### config.mk
export PLATFORM = sky130hd
export DESIGN_NAME = plic_claim_agent
export DESIGN_NICKNAME = d
export VERILOG_FILES = /design/src/rtl/plic_claim_agent.sv
export SDC_FILE = /design/constraint.sdc
export NUM_CORES = 1
export LEC_CHECK = 0
export ABC_AREA = 0
export BUFFER_PORTS_ARGS = -buffer_cell sky130_fd_sc_hd__buf_4
export CORE_UTILIZATION = 40
export DETAILED_ROUTE_END_ITERATION = 16
export HOLD_SLACK_MARGIN = 0.1
export PLACE_DENSITY = 0.86
export SLEW_MARGIN = 10
export SYNTH_ARGS = -nofsm -noshare
export SYNTH_HDL_FRONTEND = slang
export SYNTH_SLANG_ARGS = --single-unit
### constraint.sdc
create_clock -name clk_i -period 1.7 [get_ports clk_i]
set_input_delay 0.34 -clock clk_i [delete_from_list [all_inputs] [get_ports clk_i]]
set_output_delay 0.34 -clock clk_i [all_outputs]
set_load 0.1 [all_outputs]
### src/rtl/plic_claim_agent.sv
// plic_claim_agent: claims PLIC interrupts for one target, hands IDs to a local consumer, then completes them
module plic_claim_agent #(
    parameter logic [31:0] BASE_ADDR     = 32'h0C00_0000,
    parameter int          TARGET_ID     = 0,
    parameter int          ID_WIDTH      = 5,
    parameter int          SETTLE_CYCLES = 2
) (
    input  logic                clk_i,
    input  logic                rst_i,
    input  logic                enable_i,
    input  logic                eip_i,
    output logic [31:0]         reg_addr_o,
    output logic                reg_write_o,
    output logic [31:0]         reg_wdata_o,
    output logic [3:0]          reg_wstrb_o,
    output logic                reg_valid_o,
    input  logic [31:0]         reg_rdata_i,
    input  logic                reg_error_i,
    input  logic                reg_ready_i,
    output logic [ID_WIDTH-1:0] irq_id_o,
    output logic                irq_valid_o,
    input  logic                irq_ready_i,
    input  logic                done_i,
    output logic                busy_o,
    output logic                err_o,
    output logic [15:0]         claim_cnt_o,
    output logic [7:0]          spurious_cnt_o
);
    typedef enum logic [2:0] {IDLE, CLAIM, DELIVER, SERVICE, COMPLETE, SETTLE} state_t;

    localparam logic [31:0] CC_ADDR = BASE_ADDR + 32'h0020_0004 + 32'(TARGET_ID) * 32'h0000_1000;
    localparam int SW = (SETTLE_CYCLES > 1) ? $clog2(SETTLE_CYCLES) : 1;
    localparam logic [SW-1:0] SETTLE_LAST = SW'(SETTLE_CYCLES - 1);

    state_t              state;
    logic [SW-1:0]       settle_cnt;
    logic [ID_WIDTH-1:0] rd_id;
    logic                unused_rdata;

    assign rd_id        = reg_rdata_i[ID_WIDTH-1:0];
    assign unused_rdata = ^reg_rdata_i[31:ID_WIDTH];

    // claim / deliver / service / complete / settle sequencer; every output is set on the edge that enters its state
    always_ff @(posedge clk_i) begin
        if (rst_i) begin
            state          <= IDLE;
            settle_cnt     <= '0;
            reg_addr_o     <= '0;
            reg_write_o    <= 1'b0;
            reg_wdata_o    <= '0;
            reg_wstrb_o    <= '0;
            reg_valid_o    <= 1'b0;
            irq_id_o       <= '0;
            irq_valid_o    <= 1'b0;
            busy_o         <= 1'b0;
            err_o          <= 1'b0;
            claim_cnt_o    <= '0;
            spurious_cnt_o <= '0;
        end else begin
            err_o <= 1'b0;
            case (state)
                IDLE: if (enable_i && eip_i) begin
                    state       <= CLAIM;
                    busy_o      <= 1'b1;
                    reg_valid_o <= 1'b1;
                    reg_write_o <= 1'b0;
                    reg_addr_o  <= CC_ADDR;
                    reg_wdata_o <= '0;
                    reg_wstrb_o <= 4'h0;
                end
                CLAIM: if (reg_ready_i) begin
                    reg_valid_o <= 1'b0;
                    if (reg_error_i) begin
                        err_o      <= 1'b1;
                        state      <= SETTLE;
                        settle_cnt <= SETTLE_LAST;
                    end else if (rd_id == '0) begin
                        spurious_cnt_o <= (spurious_cnt_o == 8'hFF) ? spurious_cnt_o : spurious_cnt_o + 8'd1;
                        state          <= SETTLE;
                        settle_cnt     <= SETTLE_LAST;
                    end else begin
                        irq_id_o    <= rd_id;
                        irq_valid_o <= 1'b1;
                        claim_cnt_o <= claim_cnt_o + 16'd1;
                        state       <= DELIVER;
                    end
                end
                DELIVER: if (irq_ready_i) begin
                    irq_valid_o <= 1'b0;
                    state       <= SERVICE;
                end
                SERVICE: if (done_i) begin
                    state       <= COMPLETE;
                    reg_valid_o <= 1'b1;
                    reg_write_o <= 1'b1;
                    reg_wdata_o <= 32'(irq_id_o);
                    reg_wstrb_o <= 4'hF;
                end
                COMPLETE: if (reg_ready_i) begin
                    reg_valid_o <= 1'b0;
                    err_o       <= reg_error_i;
                    state       <= SETTLE;
                    settle_cnt  <= SETTLE_LAST;
                end
                SETTLE: if (settle_cnt == '0) begin
                    state  <= IDLE;
                    busy_o <= 1'b0;
                end else begin
                    settle_cnt <= settle_cnt - 1'b1;
                end
                default: state <= IDLE;
            endcase
        end
    end
endmodule

[Word-level counts from Yosys, hierarchy flattened]
Cells that the tools add are included.
Operators by class
  reduce and logical (&&, ||, !) cells: 18
  equal/unequal tests: 16
  mux-type cells: 38
  $add $sub $neg: 3
  bitwise operators: 3
Operator list (count)
  32-bit 2-to-1 mux: 2
  32-bit case mux with 2 select lines: 1
  3-bit 2-to-1 mux: 8
  3-bit case mux with 6 select lines: 1
  1-bit 2-to-1 mux: 17
  16-bit by 1-bit adder with 16-bit output, second input constant: 1
  2-bit inequality test, second input constant: 8
  4-bit AND reduction: 3
  5-bit AND reduction: 2
  8-bit by 1-bit adder with 8-bit output, second input constant: 1
  8-bit equality test, second input constant: 1
  4-bit 2-to-1 mux: 2
  1-bit case mux with 2 select lines: 4
  4-bit case mux with 2 select lines: 1
  3-bit by 2-bit equality test with 1-bit output, second input constant: 2
  3-bit equality test, second input constant: 2
  1-bit case mux with 3 select lines: 2
  3-bit AND reduction: 2
  6-bit AND reduction: 1
  2-bit nonzero test: 3
  3-bit nonzero test: 2
  5-bit logical NOT: 1
  3-bit by 1-bit equality test with 1-bit output, second input constant: 1
  3-bit logical NOT: 1
  7 further kinds: 9
Storage, ports and cells
  word-level logic and storage cells: 91
  bits of input ports: 40
  register bits after elaboration: 75

[Longest topological paths before layout]
Gate-level depths: netlist of the first run.
  word-level depth: 5
  gate-level depth with buffers: 6
  gate-level depth less buffers: 5

[Least setup slack after synthesis of the first run]
OpenSTA, ideal clock, no wires.
  path type: register to register
  start point: register claim_cnt_o[2]
  end point: register claim_cnt_o[15]
  path slack: -0.710 ns
  stages on the path, launching flop included: 6
  data required time: 1.579 ns
  data arrival time: 2.289 ns
  cell sequence: dfxtp_1 -> and4bb_2 -> nand4_1 -> nand2b_1 -> nor4_1 -> mux2_2
Between the ends
  longest elaborated chain between the ends: 1
Ends and longest elaborated chain
  start, declared: RTL line 26  | output logic [15:0] claim_cnt_o,
  start signal, assigned: RTL line 84  | claim_cnt_o <= claim_cnt_o + 16'd1;
  16-bit by 1-bit adder with 16-bit output: RTL line 84
Every way passes these cells.
A chain may end at the register's enable or synchronous reset.

[Worst setup path in the final report of the first run]
  start point: register state[2]
  end point: register claim_cnt_o[12]
Between the ends
  longest elaborated chain between the ends: 2
Ends and longest elaborated chain
  start, declared: RTL line 35  | state_t state;
  start signal, assigned: RTL line 46  | state <= IDLE;
  start signal, assigned: RTL line 63  | state <= CLAIM;
  start signal, assigned: RTL line 75  | state <= SETTLE;
  3-bit by 1-bit equality test with 1-bit output: RTL line 61  | case (state)
  4-bit AND reduction (no line)
Every way passes these cells.

==> summary.md, run 1 <==
| Metric | Value |
|---|---|
| Run status | `finished, final reports clean` |
| Starting density of the core | `about two fifths` |
| Number of distinct standard cells referenced by the synthesized netlist | `44` |
| Net total in the final layout | `408` |
| Clock Path Buffers | `2` |
| Worst clock skew | `around 0.012 ns` |
| Initial antenna violation count | `0` |
| Wire length of the first global-routing pass | `approximately 8500 um` |
| Share of the clock period used by the worst path | `between 90% and 100%` |
| Cell total after placement | `431` |
| MaxCap Viol Count | `0` |
| Worst skew pair latency | `approximately 0.3 ns` |
| Critical-path maximum fanout | `5` |
| Number of H-tree levels | `2` |
| Synthesis Warnings | `0` |
| Sequential fraction of the synthesis area | `between 30% and 40%` |
| Via count of the first global-routing pass | `around 1800` |
| Crit end category | `flop` |
| Kind of launch point of the worst setup path | `flop` |
| Detailed-route DRC error count | `0` |
| Die ar. | `6560 um^2` |
| Worst EP arrival | `approximately 1.8 ns` |
| Post-CTS clock slew at the launch and capture registers of the worst setup and hold paths | `about 0.08 ns` |
| Total power per unit cell area | `1130 nW/um^2` |
| Vias | `around 2100` |
| Top layer in use | `met4` |
| Critical path data required time | `1.87 ns` |
| Total of buffers placed on input and output ports | `59` |
| Routed WL | `roughly 5600 um` |
| Largest net degree at the start of global routing | `46` |
| Average wire per standard cell | `roughly 13 um` |
| # hold bufs at CTS | `0` |
| Total leakage power | `~1.3 nW` |
| Final design utilization | `52.0%` |
| Post-detailed-placement half-perimeter wirelength | `between 4000 and 5000 um` |
| Core footprint | `5960 um^2` |
| Remaining Overflow, GRT | `0` |
| Synth-to-layout area growth | `24.0%` |
| Clk root buf | `sky130_fd_sc_hd__clkbuf_8` |
| Mean instance size in the synthesized netlist | `between 8 and 9 um^2` |
| Antenna cell count | `0` |
| Top cell type's share of synthesized area | `approximately a third` |
| Final-report hold violation count | `0` |
| DRT Pass-1 Iters | `4` |
| Total Routing Usage GR | `17.1%` |
| Post-synthesis register bit count | `44` |
| First DRT Iteration DRCs | `around 130` |
| Final standard cell count with taps included and fillers excluded | `approximately 440` |
| Fill cell count | `~550` |
| Flip-flop and latch area | `around 950 um^2` |
| TritonCTS clock tree | `done` |
| Routability-driven placement congestion ratio | `~0.84` |
| Drt via density | `4.77` |
| Routed met1 length | `about 2400 um` |
| Final-report max-slew violation count | `0` |
| Die outline width | `81.0 um` |
| Most used flip-flop cell after synthesis | `sky130_fd_sc_hd__dfxtp_1` |
| Netlist Area Pre-Place | `between 2000 and 2500 um^2` |
| Number of nets with antenna violations after routing | `0` |
| Area of combinational cells with multiple inputs | `~1300 um^2` |
| Async S/R FF share, synth | `0%` |
| Highest ir drop seen on vdd | `0.584 mV` |
| Worst hold slack | `around 0.25 ns` |
| Startpoint-to-endpoint class of the critical path | `flop to flop` |
| CTS sink cnt | `44` |
| Minimum clock period after layout | `between 1.5 and 2 ns` |
| Met2 routed WL | `2900 um` |
| Share of final-layout standard cells stronger than drive strength 1 | `a little over a third` |
| Synth area leader | `sky130_fd_sc_hd__dfxtp_1` |
| Die Span Y | `roughly 81 um` |
| Ports placed on the boundary | `around 140` |
| Type of the tightest min-delay check | `primary input to flop` |
| Routed length on met3 | `242 um` |
| Cell count after synthesis | `297` |
| Internal reg-to-reg setup slack | `between 0.06 and 0.07 ns` |
| TritonCTS buffer count | `5` |
| FMAX | `roughly 610 MHz` |
| Count of flip-flops with a built-in enable after synthesis | `0` |
| Largest cells by area after synthesis | `sky130_fd_sc_hd__dfxtp_1, sky130_fd_sc_hd__buf_4, sky130_fd_sc_hd__xnor2_1, sky130_fd_sc_hd__nor2_1, sky130_fd_sc_hd__a21oi_1` |
| Cell row count | `28` |
| Endpoints failing setup | `0` |
[cell type report]
cell class	count	area share, %
repair buffers	81	19.8
multi-input cells	228	43.1
well taps	75	3.03
inverters	6	0.728
clock buffers	7	2.47
flip-flops and latches	44	30.7
clock inverters	1	0.162
[cells by family after synthesis]
logic type | after synthesis | share of synthesized area [%]
and+or+nand+nor | 109 | 23.7
buffers and inverters | 79 | 21.7
DFF | 44 | 35.3
AOI/OAI and AO/OA | 38 | 9.57
xor gates and xnor gates | 21 | 7.37
muxes | 3 | 1.25
adders and majority gates | 2 | 1.00
other | 1 | 0.150
[where the power goes]
group	leakage [nW]	internal [W]	switching, W
registers	0.373	0.00108	0.0000573
clock network	0.0422	0.000289	0.000357
logic	0.904	0.000391	0.00132
total	1.32	0.00176	0.00174
[per-layer routing]
layer,vias up,GRT usage (%)
li1,1033,-
met1,1003,20.9
met2,68,28.6
met3,5,3.93
met4,0,7.14
met5,-,0
[per-stage QoR]
step           worst slack (ns)  power, W  cell area, um^2  TNS [ns]
2_1_floorplan           -0.0897   0.00260             2780   -0.0897
3_3_place_gp            -0.0411   0.00276             2940    -0.126
3_5_place_dp            -0.0658   0.00279             2940    -0.357
4_1_cts                  0.0162   0.00342             3030         0
5_1_grt                 -0.0240   0.00364             3090   -0.0398
6_report                 0.0637   0.00350             3090         0
[critical path: stages (launching register included)]
cell	delay [ns]
sky130_fd_sc_hd__dfxtp_1	0.32
sky130_fd_sc_hd__and2b_1	0.32
sky130_fd_sc_hd__nand3_1	0.23
sky130_fd_sc_hd__nor4b_1	0.40
sky130_fd_sc_hd__xnor2_1	0.18
sky130_fd_sc_hd__nor2_1	0.06
[path summary, 6_finish.rpt]
| path | start | cells after the start | endpoint |
|---|---|---|---|
| setup / recovery | state[2] | 5 | claim_cnt_o[12] |
| hold / removal | irq_ready_i | 2 | irq_valid_o |
| setup reg to reg | state[2] | 5 | claim_cnt_o[12] |
| hold reg to reg | reg_wdata_o[4] | 2 | reg_wdata_o[4] |
[cell usage in the layout (no fill, tap or decap), drive strengths merged, types with 2 or more instances in the layout]
cell	netlist	routed
buf	66	81
conb	1	55
dfxtp	44	44
nor2	30	30
nand2	22	22
a21oi	20	20
xnor2	17	17
nand3	14	14
nor3	10	10
clkbuf	7	7
inv	6	6
o21ai	6	6
nand4	5	5
nor4	5	5
xor2	4	4
nand2b	4	4
nor4b	4	4
nor3b	4	4
and4	3	3
a22oi	2	2
a211o	2	2
mux2i	2	2
and3	2	2
a211oi	2	2
ha	2	2
a2111oi	2	2
[state kept, by name (all words and copies together) (netlist names), 3 cells and up]
signal          count
spurious_cnt_o      8
state               3
reg_wdata_o         5
claim_cnt_o        16
irq_id_o            5
[synth_stat cells, types with 2 or more instances]
cell	instances
sky130_fd_sc_hd__buf_4	63
sky130_fd_sc_hd__dfxtp_1	44
sky130_fd_sc_hd__nor2_1	30
sky130_fd_sc_hd__nand2_1	22
sky130_fd_sc_hd__a21oi_1	20
sky130_fd_sc_hd__xnor2_1	17
sky130_fd_sc_hd__nand3_1	14
sky130_fd_sc_hd__nor3_1	9
sky130_fd_sc_hd__clkbuf_1	7
sky130_fd_sc_hd__inv_1	6
sky130_fd_sc_hd__o21ai_0	6
sky130_fd_sc_hd__nand2b_1	4
sky130_fd_sc_hd__nand4_1	4
sky130_fd_sc_hd__nor3b_1	4
sky130_fd_sc_hd__nor4_1	4
sky130_fd_sc_hd__nor4b_1	4
sky130_fd_sc_hd__xor2_1	4
sky130_fd_sc_hd__and4_1	3
sky130_fd_sc_hd__a211o_1	2
sky130_fd_sc_hd__a211oi_1	2
sky130_fd_sc_hd__a22oi_1	2
sky130_fd_sc_hd__and3_1	2
sky130_fd_sc_hd__ha_1	2
sky130_fd_sc_hd__mux2i_1	2
[what timing repair did]
item,CTS,global route
endpoints found under the hold margin,0,0
pin swaps,0,0
gates resized for setup,1,10
setup endpoints to repair,1,14
buffers inserted,0,3
No activity file was read; power rests on OpenSTA's default activity.
==> run 2: changes to the inputs <==
- CORE_MARGIN: not set -> 2
- PLACE_DENSITY: 0.86 -> 0.77
==> run 2 against run 1 <==
Against the previous run: final cell count down 1.4%; combinational power down 7%; hold slack worse by 0.0022 ns; clock skew down 0.0067 ns; non-clock buffer count down 6; setup slack better by 0.00054 ns; global-route usage down 1.9 points; total power down 2.2%; wire length down 2.5%; largest power group unchanged; highest routed layer unchanged.
==> summary.md, run 2 (synthesis results as in run 1) <==
| Metric | Value |
|---|---|
| Run status | `finished, final reports clean` |
| Largest register by flop count | `claim_cnt_o` |
| Die outline width | `83.0 um (+2.5%)` |
| MaxCap Viol Count | `0 (unchanged)` |
| Initial antenna violation count | `0 (unchanged)` |
| Post-CTS clock slew at the launch and capture registers of the worst setup and hold paths | `0.08 ns (about the same)` |
| Synth-to-layout area growth | `23.6%` |
| Die ar. | `6890 um^2 (+5.0%)` |
| Number of H-tree levels | `2 (unchanged)` |
| Cell total after placement | `428 (-0.70%)` |
| Antenna cell count | `0 (unchanged)` |
| Crit end category | `flop` |
| Endpoint of the worst setup timing path | `claim_cnt_o[15]` |
| Highest ir drop seen on vdd | `0.758 mV (+30%)` |
| Via count of the first global-routing pass | `1864 (+1.9%)` |
| Wire length of the first global-routing pass | `8740 um (+2.3%)` |
| Clock Path Buffers | `2 (unchanged)` |
| Cells along the critical path | `and4bb_2 > nand4_1 > nand2b_4 > nor4_4 > mux2_2` |
| Fraction of power consumed by sequential logic | `33.6% (+1.0 points)` |
| Ports placed on the boundary | `142 (unchanged)` |
| First DRT Iteration DRCs | `87 (-31%)` |
| Final-report max-slew violation count | `0 (unchanged)` |
| Kind of launch point of the worst setup path | `flop` |
| TritonCTS buffer count | `5 (unchanged)` |
| Average wire per standard cell | `12.5 um (-1.2%)` |
| Psw | `0.00171 W (-1.6%)` |
| Total power per unit cell area | `1110 nW/um^2 (-1.9%)` |
| Clk root buf | `sky130_fd_sc_hd__clkbuf_8` |
| TritonCTS clock tree | `done` |
| CTS sink cnt | `44 (unchanged)` |
| Design Area, Final | `3080 um^2 (-0.32%)` |
| Final design utilization | `51.5% (-0.47 points)` |
| Worst EP arrival | `1.83 ns (+0.03 ns)` |
| Startpoint-to-endpoint class of the critical path | `flop to flop` |
| Cell row count | `28 (unchanged)` |
| Post-detailed-placement half-perimeter wirelength | `4050 um (-1.0%)` |
| Share of final-layout standard cells stronger than drive strength 1 | `35.5% (about the same)` |
| Routability-driven placement congestion ratio | `0.880 (+5.2%)` |
| Drt via density | `4.83 (+1.3%)` |
| Commonest cells after routing, fill and taps aside | `sky130_fd_sc_hd__buf_4, sky130_fd_sc_hd__conb_1, sky130_fd_sc_hd__nor2_1` |
| Type of the tightest min-delay check | `primary input to flop` |
| Worst clock skew | `0.00543 ns (-0.00672 ns)` |
| Largest register FFs | `16 (unchanged)` |
| Internal power of the cells | `0.00171 W (-2.9%)` |
| Total of buffers placed on input and output ports | `59 (unchanged)` |
| Vias | `2107 (-0.095%)` |
| Starting density of the core | `41.7% (-0.25 points)` |
| Area of placed instances | `2920 um^2 (-0.77%)` |
| Buffer count from post-CTS setup fixing | `0 (unchanged)` |
| First element of the critical path | `state[1]` |
| FMAX | `611 MHz (about the same)` |
| Routed WL | `5450 um (-2.5%)` |
| Total Routing Usage GR | `15.2% (-1.9 points)` |
| Critical path's slowest cell | `sky130_fd_sc_hd__dfxtp_2` |
| Core footprint | `5990 um^2 (+0.59%)` |
| Clock network power share | `20.1% (+1.6 points)` |
| Largest incremental delay on the critical path | `0.37 ns (-0.03 ns)` |
| Number of nets with antenna violations after routing | `0 (unchanged)` |
| Detailed-route DRC error count | `0 (unchanged)` |
| Total negative slack | `0 ns (unchanged)` |
| Endpoints failing setup | `0 (unchanged)` |
| Critical path data required time | `1.89 ns (+0.02 ns)` |
| Largest net degree at the start of global routing | `46 (unchanged)` |
| Cell family contributing the most delay on the critical path | `simple AND/OR/NAND/NOR gates` |
| Gate power share | `46.3% (-2.6 points)` |
| Minimum clock period after layout | `1.64 ns (-0.000540 ns)` |
| Share of the clock period used by the worst path | `96.2% (about the same)` |
| Worst skew pair latency | `0.30 ns (about the same)` |
| Worst r2r src | `state[1]` |
| Final-report hold violation count | `0 (unchanged)` |
| Critical path depth | `5 (unchanged)` |
| Depth of the most critical reg-to-reg path | `5 (unchanged)` |
| Final standard cell count with taps included and fillers excluded | `436 (-1.4%)` |
| Fill cell count | `587 (+7.3%)` |
| Unrepaired setup endpoints after global routing | `false` |
| FF-to-FF End | `claim_cnt_o[15]` |
| Switching share of power | `50.0% (+0.34 points)` |
| Largest registers ranked by flip-flop count | `claim_cnt_o: 16 flops, spurious_cnt_o: 8 flops` |
| Bufs and invs on worst path | `0 (unchanged)` |
| Net total in the final layout | `402 (-1.5%)` |
| DRT Pass-1 Iters | `4 (unchanged)` |
| Remaining Overflow, GRT | `0 (unchanged)` |
| Die Span Y | `83.0 um (+2.5%)` |
| Critical-path maximum fanout | `8 (+3)` |
| Total leakage power | `1.29 nW (-2.3%)` |
| Worst hold slack | `0.252 ns (-0.00220 ns)` |
| Most common cell after layout, fill and taps aside | `sky130_fd_sc_hd__buf_4` |
| Internal reg-to-reg setup slack | `0.06 ns (about the same)` |
run 2: through the flow:
step                      total power, W  setup slack (ns)
after floorplan                  0.00260           -0.0897
after global placement           0.00271           -0.0920
after detailed placement         0.00273            -0.113
after CTS                        0.00345           0.00170
after global routing             0.00358           0.00249
final                            0.00342            0.0643
run 2: area by class of cell:
cell class	count	area, um^2	share of cell area, %
inverter	6	22.5	0.730
clock buffer	6	82.6	2.68
timing repair buffer	75	563	18.3
sequential	44	950	30.8
clock inverter	2	15.0	0.487
multi-input combinational	228	1360	44.0
tap	75	93.8	3.04
run 2: how the worst min path moves through the flow:
stage | startpoint | endpoint | slack (ns) | depth (start not counted)
after floorplan | irq_ready_i | irq_valid_o | 0.46 | 1
after global placement | reg_wdata_o[3] | reg_wdata_o[3] | 0.45 | 2
after detailed placement | reg_wdata_o[4] | reg_wdata_o[4] | 0.46 | 2
after CTS | irq_ready_i | irq_valid_o | 0.24 | 2
after global routing | irq_ready_i | irq_valid_o | 0.25 | 2
final | irq_ready_i | irq_valid_o | 0.25 | 2
run 2: power by group through the flow:
stage / clock network [W] / logic [W] / registers, W
after floorplan: 0 / 0.00114 / 0.00145
after global placement: 0 / 0.00154 / 0.00117
after detailed placement: 0 / 0.00156 / 0.00117
after CTS: 0.000722 / 0.00158 / 0.00114
after global routing: 0.000767 / 0.00165 / 0.00116
final: 0.000688 / 0.00159 / 0.00115
run 2: timing repair:
| item | CTS | global route |
|---|---|---|
| gates resized for setup | 4 | 9 |
| setup endpoints to repair | 6 | 11 |
| hold buffers | 0 | 0 |
run 2: layer usage:
layer | up-vias | share of wire (%) | routed length [um] | track usage [%]
li1 | 1025 | - | - | -
met1 | 970 | 44 | 2420 | 20.9
met2 | 105 | 48 | 2600 | 23.7
met3 | 7 | 6.6 | 362 | 3.18
met4 | 0 | 1.3 | 71 | 5.07
met5 | - | 0 | 0 | 0
